--- src/rtl/fsm_vend_param.sv ---
// Parametrised vending controller: sums coins into credit, pulses sell at PRICE,
// and offers change or a cancel refund over a valid/ack handshake.
module fsm_vend_param #(
    parameter int unsigned CREDIT_W = 8,
    parameter int unsigned PRICE    = 3,
    parameter int unsigned COIN_A   = 1,
    parameter int unsigned COIN_B   = 2,
    parameter int unsigned COIN_C   = 10
) (
    input  logic                clk,
    input  logic                rst,
    input  logic                coin_a,
    input  logic                coin_b,
    input  logic                coin_c,
    input  logic                cancel,
    input  logic                change_ack,
    output logic                sell_flag,
    output logic                change_valid,
    output logic [CREDIT_W-1:0] change_amt,
    output logic                refund_flag,
    output logic                coin_reject,
    output logic [CREDIT_W-1:0] credit,
    output logic                busy
);

    localparam int unsigned SUM_W = CREDIT_W + 1;

    typedef enum logic [1:0] {
        IDLE   = 2'd0,
        ACCUM  = 2'd1,
        CHANGE = 2'd2
    } state_t;

    state_t              state, state_n;
    logic [SUM_W-1:0]    coin_sum, sum, price_w;
    logic                any_coin;
    logic                sell_n, valid_n, refund_n, reject_n, busy_n;
    logic [CREDIT_W-1:0] amt_n, credit_n;

    // Coin value of this cycle and running total, one bit wider than credit
    always_comb begin
        coin_sum = (coin_a ? SUM_W'(COIN_A) : SUM_W'(0))
                 + (coin_b ? SUM_W'(COIN_B) : SUM_W'(0))
                 + (coin_c ? SUM_W'(COIN_C) : SUM_W'(0));
        sum      = SUM_W'(credit) + coin_sum;
        price_w  = SUM_W'(PRICE);
        any_coin = coin_a | coin_b | coin_c;
    end

    // Next state and next registered outputs
    always_comb begin
        state_n  = state;
        sell_n   = 1'b0;
        refund_n = 1'b0;
        reject_n = 1'b0;
        valid_n  = change_valid;
        amt_n    = change_amt;
        credit_n = credit;
        case (state)
            IDLE, ACCUM: begin
                if (cancel) begin
                    reject_n = any_coin;
                    if (credit != '0) begin
                        amt_n    = credit;
                        valid_n  = 1'b1;
                        refund_n = 1'b1;
                        credit_n = '0;
                        state_n  = CHANGE;
                    end
                end else if (sum >= price_w) begin
                    sell_n   = 1'b1;
                    credit_n = '0;
                    if (sum > price_w) begin
                        amt_n   = CREDIT_W'(sum - price_w);
                        valid_n = 1'b1;
                        state_n = CHANGE;
                    end else begin
                        state_n = IDLE;
                    end
                end else begin
                    credit_n = CREDIT_W'(sum);
                    state_n  = (sum != '0) ? ACCUM : IDLE;
                end
            end
            CHANGE: begin
                reject_n = any_coin;
                credit_n = '0;
                if (change_ack && change_valid) begin
                    valid_n = 1'b0;
                    amt_n   = '0;
                    state_n = IDLE;
                end
            end
            default: begin
                state_n  = IDLE;
                valid_n  = 1'b0;
                amt_n    = '0;
                credit_n = '0;
            end
        endcase
        busy_n = (state_n == CHANGE);
    end

    always_ff @(posedge clk or negedge rst) begin
        if (!rst) begin
            state        <= IDLE;
            sell_flag    <= 1'b0;
            change_valid <= 1'b0;
            change_amt   <= '0;
            refund_flag  <= 1'b0;
            coin_reject  <= 1'b0;
            credit       <= '0;
            busy         <= 1'b0;
        end else begin
            state        <= state_n;
            sell_flag    <= sell_n;
            change_valid <= valid_n;
            change_amt   <= amt_n;
            refund_flag  <= refund_n;
            coin_reject  <= reject_n;
            credit       <= credit_n;
            busy         <= busy_n;
        end
    end

endmodule

--- config.mk ---
export PLATFORM = sky130hd
export DESIGN_NAME = fsm_vend_param
export DESIGN_NICKNAME = d
export VERILOG_FILES = /design/src/rtl/fsm_vend_param.sv
export SDC_FILE = /design/constraint.sdc
export NUM_CORES = 1
export LEC_CHECK = 0
export ABC_CLOCK_PERIOD_IN_PS = 3300
export CAP_MARGIN = 5
export CORE_MARGIN = 2
export CORE_UTILIZATION = 30
export CTS_CLUSTER_DIAMETER = 80
export DETAILED_ROUTE_END_ITERATION = 7
export GPL_ROUTABILITY_DRIVEN = 0
export SKIP_CTS_REPAIR_TIMING = 1
export SYNTH_ARGS = -nofsm -noshare
export SYNTH_HDL_FRONTEND = slang
export SYNTH_SLANG_ARGS = --single-unit
--- constraint.sdc ---
create_clock -name clk -period 3.3 [get_ports clk]
set_input_delay 0.66 -clock clk [delete_from_list [all_inputs] [get_ports clk]]
set_output_delay 0.66 -clock clk [all_outputs]
set_load 0.1 [all_outputs]
==> run summary <==
Mux contribution to synthesized area - 0.02809
Switching power share of the total - 0.5567
Die width - 72.93 µm
Area growth syn-to-layout - 35.47%
Routed vias - 1,196
Placed Area - 1833 µm²
Worst hold start - change_amt[3]$_DFFE_PN0P_
Clock Sinks - 23
Fmax - 0.3192 GHz
Synth area leaders - dfrtp_1 (40%), ha_1 (6.1%), nand2_1 (4.0%), fa_1 (2.8%), mux2i_1 (2.8%)
Max-Cap Viols - 0
Final setup violation count - 0
IO Pins - 28
Yosys warning total - 0
Slowest CP cell - fa_1
Crit. End Element - flop
Core Rows - 25
Comb pwr share - 0.605
PD cells - 782.8 nW/µm²
CTS clock-pin slew for the worst setup and hold paths - 90 ps
Port Buffers - 27
Initial antenna violation count - 0
Clock root buffer - clkbuf_8
Data arrival, critical path - 3330 ps
Largest net degree at the start of global routing - 24
Yosys cell types - 51
Max VDD drop - 409.0 µV
R2r worst-path depth - 11
Top-count cell post-synth - dfrtp_1
Max incr delay on CP - 520 ps
Hold endpoint - change_amt[3]$_DFFE_PN0P_
Initial Util - 0.3058
Die ar. - 5318 µm²
TritonCTS clock tree - built
Clock network fraction of total power - 0.122
Register area share after synthesis - 0.4039
Num CTS Buffers - 3
Cell area after synthesis - 1425 µm²
Period utilisation layout - 0.9493
Die Ht - 72.93 µm
Worst hold stages - 2
Tot GR Track Use - 0.1416
# H-tree levels - 1
Clock Path Buffers - 2
Crit Reg-Reg Endpoint - change_amt[7]$_DFFE_PN0P_
Unrepaired setup endpoints after global routing - false
Synthesized instance count - 141
GR Overflow Total - 0
Slew HR - 0.6369
CP startpoint kind - input pin
First-pass GRT wire length - 5775 µm
Critical Path Fanout Max - 3
Synth Area in Simple Gates - 0.2116
Cells along the critical path - dlymetal6s2s_1 -> fa_1 -> ha_2 -> inv_1 -> fa_2 -> nand3b_1 -> a211o_1 -> a211o_1 -> o31ai_4 -> buf_4 -> a22oi_1 -> o21ai_1
Antenna cells - 0
Cell family with most CP delay - adder cells
Final Cell Area - 1931 µm²
EDFF count, synth - 0
Detailed Route WL - 3461 µm
Synth area leader - dfrtp_1
Nets - 210
Hold Slack - 488.8 ps
Fillers - 463
Worst-Margin Slew - 542.9 ps
Leak pwr - 0.8788 nW
Crit path kind - in -> reg
Post-synth top cells - dfrtp_1 (23), nand2_1 (15)
Fin. Hold Viols - 0
Synth top area share - 0.4039
Dominant synthesized flop cell - dfrtp_1
Post-DP HPWL - 2652 µm
Min Tclk post-route - 3133 ps
Seq pwr share - 0.274
Share of layout cells above drive strength 1 - 0.3264
FF+latch count, synth - 23
Largest family of logic cells by synthesized area - simple AND/OR/NAND/NOR gates
Critical Path RT - 3500 ps
Vias per cell - 4.842
WL/cell - 14.01 µm
DRC - 0
Synthesized area per cell - 10.11 µm²
Adder-cell share of the synthesized area - 0.08955
Switching power - 841.4 µW
XOR/XNOR share of the synthesized area - 0.03600
Reg2Reg Setup Slack - 240 ps
Core ar. - 4661 µm²
Reg2Reg Launch Point - credit[1]$_DFFE_PN0P_
Ys async rst share - 1.000
Pint - 670.0 µW
Hold crit path type - reg -> reg
Final ANT Viol Nets - 0
Buffers and inverters on the worst path - 3
Drt pass-1 iters - 4
Most used cell, CP - a211o_1
Number of global-route vias before repair - 1,212
Worst Skew - 2.559 ps
Total Power - 1.511 mW
Initial detailed-routing violation count - 46
Synth Area in Compound Gates - 0.1844
Outcome - completed
Max Slew Vio Count - 0
Worst skew pair latency - 270 ps
## cells by family (layout without fill, tap and decap cells)
family,count (synthesis),after routing
buffers and inverters,11,58
other,1,6
and+or+nand+nor,53,53
muxes,4,4
DFF,23,23
AOI/OAI and AO/OA,35,35
xor gates and xnor gates,5,5
adders and majority gates,9,9
## state kept, by name (all words and copies together) (netlist names)
| name | count |
|---|---|
| change_amt | 8 |
| credit | 8 |
| state | 2 |
| busy | 1 |
| change_valid | 1 |
| coin_reject | 1 |
| refund_flag | 1 |
| sell_flag | 1 |
## metal layers
metal | part of all wire | GRT usage
met1 | 0.47 | 0.1941
met2 | 0.49 | 0.2313
met3 | 0.032 | 0.02072
met4 | 0.010 | 0.04321
met5 | 0 | 0
## power by group through the flow
stage / logic [mW] / registers [mW] / clock network (mW)
2_1_floorplan: 0.185 / 0.908 / 0
3_3_place_gp: 0.899 / 0.417 / 0
3_5_place_dp: 0.901 / 0.419 / 0
4_1_cts: 0.903 / 0.414 / 0.192
5_1_grt: 0.964 / 0.424 / 0.206
6_report: 0.914 / 0.413 / 0.184
## per-stage QoR
stage          TNS (ps)  instances  setup WS [ps]  utilization
2_1_floorplan         0        146          87.35            -
3_3_place_gp      -6533        241         -497.8       0.3933
3_5_place_dp      -7207        241         -586.5       0.3933
4_1_cts           -2939        245         -291.6       0.4032
5_1_grt               0        247          78.56       0.4142
6_report              0        247          167.2       0.4142
## cells in the final DEF, fill, tap and decap left out, types with 2 or more instances in the layout
master	count
conb_1	6
dlymetal6s2s_1	2
o21ai_0	5
xnor2_1	3
nand3b_1	2
nand3_1	5
clkdlybuf4s50_1	4
nand2_1	15
o21ai_1	2
clkbuf_8	3
ha_1	6
nor2_1	6
nor4_1	2
nor3_1	3
a21o_1	2
dfrtp_1	22
mux2i_1	4
buf_4	41
a21oi_1	7
a211o_1	2
a32o_1	2
nor2b_1	5
or2_2	2
inv_1	6
and2_1	2
## worst min-delay path, cell delays in order, from the launching register on
cell and delay (ps):
dfrtp_1 360, nand2_1 50, o21ai_0 50
## worst max path at each step
stage                          start                         to  depth (start not counted)
6_report                      coin_c  change_amt[7]$_DFFE_PN0P_                         12
5_1_grt                       coin_c  change_amt[7]$_DFFE_PN0P_                         12
4_1_cts                       coin_b  change_amt[0]$_DFFE_PN0P_                         11
3_5_place_dp                  coin_b  change_amt[0]$_DFFE_PN0P_                         11
3_3_place_gp                  coin_b  change_amt[2]$_DFFE_PN0P_                         11
2_1_floorplan  credit[0]$_DFFE_PN0P_  change_amt[7]$_DFFE_PN0P_                         10
## final cells by class
type,instances,area [µm²],area share
Tap cell,54,67.56,0.03500
Inverter,6,22.52,0.01167
Multi-Input combinational cell,112,833.3,0.4316
Clock buffer,3,41.29,0.02139
Timing Repair Buffer,48,384.1,0.1990
Clock inverter,1,5.005,0.002592
Sequential cell,23,576.8,0.2988
(Power assumes the default switching activity.)
